--- config.mk ---
export PLATFORM = sky130hd
export DESIGN_NAME = tdm_demux8
export DESIGN_NICKNAME = d
export VERILOG_FILES = /design/src/rtl/tdm_demux8.sv
export SDC_FILE = /design/constraint.sdc
export NUM_CORES = 1
export LEC_CHECK = 0
export ABC_AREA = 1
export CAP_MARGIN = 20
export CORE_UTILIZATION = 60
export DETAILED_ROUTE_END_ITERATION = 8
export DONT_BUFFER_PORTS = 1
export HOLD_SLACK_MARGIN = 0.1
export PLACE_DENSITY = 0.79
export SYNTH_ARGS = -nofsm -noshare
export SYNTH_HDL_FRONTEND = slang
export SYNTH_SLANG_ARGS = --single-unit
--- constraint.sdc ---
create_clock -name clk -period 5.2 [get_ports clk]
set_input_delay 1.04 -clock clk [delete_from_list [all_inputs] [get_ports clk]]
set_output_delay 1.04 -clock clk [all_outputs]
set_load 0.02 [all_outputs]
--- src/rtl/tdm_demux8.sv ---
// rtl/tdm_demux8.sv - 1-to-8 TDM demultiplexer with frame-sync tracking
//
// Ports:
//   clk        system clock, rising edge
//   rst        synchronous active-high reset
//   in_valid   in_data / in_sync qualified this cycle
//   in_data    incoming word (WIDTH bits)
//   in_sync    marks in_data as slot 0 of a frame (ignored when in_valid=0)
//   out_bus    channel k held at out_bus[k*WIDTH +: WIDTH]
//   out_valid  one-cycle strobe, bit k set when channel k was written
//   frame_done one-cycle pulse when slot 7 is written
//   sync_err   one-cycle pulse on early or missing sync
//   locked     frame alignment held
module tdm_demux8 #(
    parameter int WIDTH = 8
) (
    input  logic               clk,
    input  logic               rst,
    input  logic               in_valid,
    input  logic [WIDTH-1:0]   in_data,
    input  logic               in_sync,
    output logic [8*WIDTH-1:0] out_bus,
    output logic [7:0]         out_valid,
    output logic               frame_done,
    output logic               sync_err,
    output logic               locked
);

    typedef enum logic {
        HUNT   = 1'b0,
        LOCKED = 1'b1
    } state_t;

    state_t     state;
    logic [2:0] slot;   // slot the next accepted word is expected to occupy

    always_ff @(posedge clk) begin
        // Strobes are single-cycle: cleared every cycle, set below when needed.
        out_valid  <= '0;
        frame_done <= 1'b0;
        sync_err   <= 1'b0;

        if (rst) begin
            state   <= HUNT;
            slot    <= 3'd0;
            out_bus <= '0;
            locked  <= 1'b0;
        end else if (in_valid) begin
            case (state)
                HUNT: begin
                    // Words are discarded until a sync marker establishes slot 0.
                    if (in_sync) begin
                        out_bus[0 +: WIDTH] <= in_data;
                        out_valid[0]        <= 1'b1;
                        slot                <= 3'd1;
                        state               <= LOCKED;
                        locked              <= 1'b1;
                    end
                end

                LOCKED: begin
                    if (in_sync) begin
                        // A sync always realigns to slot 0; arriving anywhere
                        // other than slot 0 truncates the frame and is an error.
                        out_bus[0 +: WIDTH] <= in_data;
                        out_valid[0]        <= 1'b1;
                        slot                <= 3'd1;
                        if (slot != 3'd0) begin
                            sync_err <= 1'b1;
                        end
                    end else if (slot == 3'd0) begin
                        // Frame boundary without a sync marker: alignment lost.
                        sync_err <= 1'b1;
                        state    <= HUNT;
                        locked   <= 1'b0;
                    end else begin
                        out_bus[int'(slot)*WIDTH +: WIDTH] <= in_data;
                        out_valid[slot]                    <= 1'b1;
                        if (slot == 3'd7) begin
                            frame_done <= 1'b1;
                        end
                        slot <= slot + 3'd1;   // wraps 7 -> 0
                    end
                end

                default: begin
                    state  <= HUNT;
                    slot   <= 3'd0;
                    locked <= 1'b0;
                end
            endcase
        end
    end

endmodule
* Word-level counts from Yosys, hierarchy flattened
Index checks and enable logic that the tools add are counted.
** Storage, ports and cells
- Flip-flop bits (word level) :: 79
- Output and inout port bits :: 75
** Operators by class
- Add/subtract/negate cells :: 2
- Order comparisons :: 2
- Equality and inequality tests :: 5
- Shift operators :: 2
- Multiplexer cells :: 26
- Bitwise operators :: 4
- Reduce and logical (&&, ||, !) cells :: 9
** Operators with widths (number)
- $bwmux W64 :: 1
- $shift A8 B33 Y64 const A :: 1
- $shiftx A8 B33 Y64 :: 1
- $neg A6 Y33 :: 1
- $mux W8 :: 3
- $pmux W8 S2 :: 1
- $mux W1 :: 13
- $mux W3 :: 3
- $reduce_and A4 Y1 :: 2
- $pmux W1 S2 :: 3
- $pmux W3 S2 :: 1
- $reduce_or A5 Y1 :: 1
- $lt A3 B4 Y1 const B :: 1
- $ne A2 B2 Y1 const B :: 2
- $not A1 Y1 :: 4
- $add A3 B1 Y3 const B :: 1
- $demux W1 S3 :: 1
- $eq A3 B3 Y1 const B :: 1
- $ge A3 B1 Y1 const B :: 1
- $logic_not A3 Y1 :: 1
- $ne A3 B3 Y1 const B :: 1
- $reduce_and A3 Y1 :: 1
- $reduce_bool A3 Y1 :: 1
- $reduce_or A3 Y1 :: 1
- other kinds (3) :: 3

* Longest topological paths before layout
Gate-level depths: netlist (run 1).
- Word-level depth :: 7
- Mapped depth :: 17
- Depth with buffers taken out :: 13

* Least setup slack after synthesis (run 1)
OpenSTA, ideal clock, no wires.
- Path type :: reg-to-reg
- From :: register slot[0]
- To :: register out_bus[41]
- Library setup time :: 0.113 ns
- Arrival time :: 2.433 ns
- Required time :: 5.087 ns
- Setup slack :: 2.654 ns
- Stages on the path, launching flop included :: 17
- Buffers on the path :: 4
- Period minus slack after synthesis :: 2.546 ns
- Path through :: dfxtp_1 buf_4 inv_2 buf_1 ha_1 ha_1 inv_2 buf_2 ha_1 inv_1 nor2_8 inv_4 nor2_4 nand2_4 buf_6 nor2_1 nor2_1
** Between the ends
- Longest elaborated chain between the ends :: 3
- Elaborated cells between the ends (all ways) :: 7
** RTL lines
- start: declaration :: RTL line 35 : logic [2:0] slot;
- start signal: assignment :: RTL line 82 : slot <= slot + 3'd1;
- $neg A6 Y33 / $logic_not A3 Y1 (equally long branches) :: RTL line 77, 71
- $shiftx A8 B33 Y64, or another cell as far along :: RTL line 77 : out_bus[int'(slot)*WIDTH +: WIDTH] <= in_data;
- $bwmux W64 / $reduce_and A4 Y1 (equally long branches)
- end signal: indexed assignment :: RTL line 53 : out_bus[0 +: WIDTH] <= in_data;
- end signal: indexed assignment :: RTL line 65 : out_bus[0 +: WIDTH] <= in_data;
- end signal: indexed assignment :: RTL line 77
- end: declaration :: RTL line 22 : output logic [8*WIDTH-1:0] out_bus,
Several ways; a longest one is shown, not always the timed one.
A chain may end at the register's enable or synchronous reset.

* Worst setup path in the final report (run 1)
- From :: register slot[0]
- To :: register out_bus[12]
The elaborated chain is that of the path after synthesis.

==> results of run 1 <==
==> through the flow <==
step,power [mW],hold slack [ps],setup WS (ps)
after floorplan,0.749,485,2650
after global placement,0.767,516,1630
after detailed placement,0.772,517,1370
after CTS,1.27,533,1360
after global routing,1.32,560,860
final,1.27,540,1290
==> cell families after synthesis <==
logic type,Yosys count,share of synthesized area
buf+inv,65,0.0786
simple gates,353,0.413
flops,79,0.438
compound gates,36,0.0502
fa+ha+maj,6,0.0208
==> cell usage in the layout (no fill, tap or decap), types with 6 or more instances in the layout <==
cell type	synthesis	layout
dfxtp_1	79	79
a21oi_1	7	7
nor3_1	10	10
nand2_1	118	118
nor2_1	173	173
inv_1	33	33
nand3_1	22	22
nand2_2	6	6
ha_1	6	6
clkbuf_8	0	11
nand4_1	13	13
o21ai_0	24	24
==> worst max-delay path, cell delays in order (launching register included) <==
cell	delay (ps)
dfxtp_1	820
inv_2	310
ha_1	750
clkinv_1	570
nor2_2	320
nand2_1	70
nor2_1	500
inv_1	240
nor2_1	150
nor2_1	60
==> sequential cells by signal, summed over array words and instances (netlist names) <==
| register | count |
|---|---|
| slot | 3 |
| out_valid | 8 |
| sync_err | 1 |
| frame_done | 1 |
| out_bus | 64 |
| state | 1 |
| locked | 1 |
==> power breakdown <==
group	leakage (nW)	internal (mW)	total, mW	switching [mW]
Combinational	0.989	0.0283	0.132	0.104
Clock	0.114	0.296	0.511	0.215
Sequential	0.639	0.612	0.629	0.0168
==> path summary, 6_finish.rpt <==
check / endpoint / startpoint / slack (ps)
max: out_bus[12]$_SDFFE_PP0P_ / slot[0]$_SDFFE_PP0P_ / 1290
min: out_valid[3]$_SDFF_PP0_ / slot[1]$_SDFFE_PP0P_ / 540
max reg2reg: out_bus[12]$_SDFFE_PP0P_ / slot[0]$_SDFFE_PP0P_ / 1290
min reg2reg: out_valid[3]$_SDFF_PP0_ / slot[1]$_SDFFE_PP0P_ / 540
==> layout make-up <==
type | instances | area (sq um)
fill | 513 | 1840
multi-input combinational | 395 | 1750
sequential | 79 | 1580
clock buffer | 13 | 159
inverter | 38 | 145
tap | 72 | 90.1
clock inverter | 3 | 65.1
timing repair buffer | 2 | 15.0
==> metal layers <==
metal | routed length (um) | up-vias | share of wire
met5 | 0 | - | 0
met4 | 282 | 0 | 0.034
met3 | 619 | 34 | 0.074
met2 | 4040 | 138 | 0.48
met1 | 3410 | 1495 | 0.41
li1 | - | 1643 | -
==> flow_metrics.tcl, run 1 <==
set metrics [dict create \
    status "finished, final reports clean" \
    slew_viol_final 0 \
    slew_headroom 0.491 \
    grt_max_degree 69 \
    clk_path_buf_depth 2 \
    wire_per_inst_um 13.9 \
    cts.repair.resized 0 \
    syn_inst 539 \
    area_delta_synth_final_pct 5.27 \
    antenna_cells 0 \
    final_area_sq_um 3800 \
    cts_setup_buffers 0 \
    vias_per_cell 5.50 \
    reg2reg_depth 9 \
    fmax_ghz 0.255 \
    yosysWarnings 0 \
    rsz0062_at_grt "no" \
    fin_skew_ps 7.12 \
    tns_ps 0 \
    startpoint_type "register" \
    cts_tree "yes" \
    postLayoutCoreUtil 0.674 \
    core_sq_um 5640 \
    drc 0 \
    synth_area_leaders "dfxtp_1 (44%), nor2_1 (18%), nand2_1 (12%)" \
    tightest_slew_ps 762 \
    grt_pass1_vias 3145 \
    max_cap_viol_count 0 \
    final_cells 602 \
    postCtsHoldBufs 0 \
    path_class "reg -> reg" \
    die_w_um 79.6 \
    gr-usage-met2 0.483 \
    port_buffers 0 \
    synthesis.nets 557 \
    crit_fanout 25 \
    hp-class "reg -> reg" \
    gp_congestion 0.871 \
    leakage_nw 1.74 \
    hold_viol_final 0 \
    grt-ovfl-total 0 \
    synth-main-ff-cell "dfxtp_1" \
    hpwl_um 5860 \
    async_flop_share 0 \
    ios 87 \
    clock_latency_ps 350 \
    ys_seq_elements 79 \
    synth_top_area_frac 0.438 \
    avgSynthCellArea_sq_um 6.70 \
    p_per_area_nw_per_um2 335 \
    cp-end-kind "register" \
    yosys.cell_types.count 27 \
    period_needed_ps 3910 \
    ys_seq_area_frac 0.438 \
    cts.sink_count 79 \
    cp.required_ps 5450 \
    track_usage 0.288 \
    place_inst 586 \
    drt-total-wl_um 8360 \
    grt-busiest-layer "met2" \
    setup_viol_count_final 0 \
    synth_area_leader_cell "dfxtp_1" \
    grt_pass1_wl_um 14200 \
    synth_edf_count 0 \
    syn-cell-area_sq_um 3610 \
    antenna_found_initial 0 \
    ant_nets 0 \
    cp.arrival_ps 4160 \
    synth.most_common_cell "nor2_1" \
    use_met3 0.0754 \
    htree_levels 3 \
    firstDrtPassIters 5 \
    initialDrtViolationCount 237 \
    met1_usage 0.329 \
    rows 27 \
    holdPathStages 2 \
    drive_above_1_share 0.0660 \
    vias 3310 \
    nets 543 \
    fp.dieArea_sq_um 6330 \
    die_h_um 79.6 \
    root_buffer "clkbuf_8" \
    dpl_cell_area_sq_um 3580 \
    initial_core_util 0.640 \
    cts-buffers-inserted 9 \
    post-route-period-util 0.753 \
    ir_worst_vdd_mv 0.212 \
    cts.clk_slew.worst_paths_ps 80 \
    synthTopCellsByCount "nor2_1 (173), nand2_1 (118), dfxtp_1 (79)" \
]
No activity file was read; power rests on OpenSTA's default activity.
==> run 2, diff against run 1 <==
==> constraint.sdc (replaced) <==
create_clock -name clk -period 3.65 [get_ports clk]
set_input_delay 0.73 -clock clk [delete_from_list [all_inputs] [get_ports clk]]
set_output_delay 0.73 -clock clk [all_outputs]
set_load 0.02 [all_outputs]
==> run 2 against run 1 <==
  * Global-route usage down 1.2 points
  * Sequential share of layout area is 0.28 points higher
  * Sequential power increased by 42%
  * Design area decreased by 0.66%
  * Die area did not move
  * Largest power group unchanged
  * Highest routed layer unchanged
==> flow_metrics.tcl, run 2 (synthesis gave the netlist of run 1 again) <==
set metrics [dict create \
    grt_max_degree 69 \
    period_needed_ps 2860 \
    reg_top3 "out_bus: 64 flops, out_valid: 8 flops, slot: 3 flops" \
    path_class "reg -> reg" \
    max_cap_viol_count 0 \
    place_inst 588 \
    hold_ws_ps 433 \
    cp-end-kind "register" \
    layout_commonest_cell "nor2_1" \
    tns_ps 0 \
    tightest_slew_ps 619 \
    fmax_ghz 0.350 \
    slew_viol_final 0 \
    initialDrtViolationCount 263 \
    setup_viol_count_final 0 \
    path_cells "inv_1 > ha_1 > buf_4 > clkinv_1 > nor2_2 > nand2_1 > nor2_1 > inv_1 > nor2_1 > nor2_1" \
    root_buffer "clkbuf_8" \
    initial_core_util 0.640 \
    cts.repair.resized 0 \
    worst-path-buf-inv 4 \
    firstDrtPassIters 5 \
    slew_headroom 0.587 \
    drt-total-wl_um 8020 \
    hpwl_um 5850 \
    grt-ovfl-total 0 \
    crit_top_cell "nor2_1" \
    clk_path_buf_depth 2 \
    fin_ws_ps 792 \
    nets 545 \
    cts_tree "yes" \
    cp_top_family "simple AND/OR/NAND/NOR gates" \
    die_w_um 79.6 \
    ant_nets 0 \
    cts.sink_count 79 \
    cts_setup_buffers 0 \
    top_register "out_bus" \
    cp.required_ps 3910 \
    largest_reg_flops 64 \
    p_per_area_nw_per_um2 446 \
    rsz0062_at_grt "no" \
    leakage_nw 1.73 \
    port_buffers 0 \
    cts-buffers-inserted 9 \
    vias 3228 \
    slowest_stage "nor2_1" \
    antenna_found_initial 0 \
    status "finished, final reports clean" \
    rows 27 \
    wire_per_inst_um 13.3 \
    post-route-period-util 0.783 \
    grt_pass1_vias 2972 \
    cp.arrival_ps 3110 \
    postCtsHoldBufs 0 \
    ios 87 \
    fp.dieArea_sq_um 6330 \
    track_usage 0.275 \
    hp-class "in -> reg" \
    vias_per_cell 5.34 \
    cts.clk_slew.worst_paths_ps 80 \
    startpoint_type "register" \
    max_stage_delay_ps 490 \
    ir_worst_vdd_mv 0.264 \
    drc 0 \
    crit_fanout 20 \
    grt_pass1_wl_um 13400 \
    pre_cts_ws_ps 879 \
    fill_cells 504 \
    gp_congestion 0.896 \
    core_sq_um 5640 \
    fin_skew_ps 10.8 \
    clock_latency_ps 360 \
    postLayoutCoreUtil 0.670 \
    final_cells 604 \
    htree_levels 3 \
    antenna_cells 0 \
    hold_viol_final 0 \
    area_delta_synth_final_pct 4.57 \
    mostFrequentLayoutCells "nor2_1 (173), nand2_1 (118), dfxtp_1 (79), inv_1 (33), o21ai_0 (24)" \
    die_h_um 79.6 \
    drive_above_1_share 0.0733 \
]
## run 2: routing by layer
metal	global-route usage	up-vias	routed length, um
li1	-	1650	-
met1	0.322	1456	3440
met2	0.462	98	3940
met3	0.0686	24	450
met4	0.145	0	195
met5	0	-	0
## run 2: power breakdown
part	internal [mW]	leakage, nW	switching (mW)	total, mW
combinational	0.0426	1.00	0.152	0.194
sequential	0.872	0.639	0.0185	0.891
clock	0.281	0.0873	0.317	0.598
total	1.20	1.73	0.487	1.68
## run 2: path summary, 6_finish.rpt
kind	depth (start not counted)	slack (ps)	to	startpoint
setup / recovery	10	790	out_bus[12]$_SDFFE_PP0P_	slot[1]$_SDFFE_PP0P_
hold / removal	1	430	slot[1]$_SDFFE_PP0P_	rst
setup reg to reg	10	790	out_bus[12]$_SDFFE_PP0P_	slot[1]$_SDFFE_PP0P_
hold reg to reg	2	540	out_valid[4]$_SDFF_PP0_	slot[2]$_SDFFE_PP0P_
## run 2: area by class of cell
cell class / instances / area [sq um] / share of cell area
clock buffers: 11 / 151 / 0.0401
inverters: 38 / 145 / 0.0384
clock inverters: 5 / 32.5 / 0.00861
well taps: 72 / 90.1 / 0.0238
flip-flops and latches: 79 / 1580 / 0.419
multi-input cells: 395 / 1750 / 0.462
repair buffers: 4 / 30.0 / 0.00795
## run 2: through the flow
stage	instance area [sq um]	power (mW)
after global routing	3780	1.75
final	3780	1.68
after floorplan	3610	1.07
after detailed placement	3590	1.10
after CTS	3780	1.68
after global placement	3590	1.10
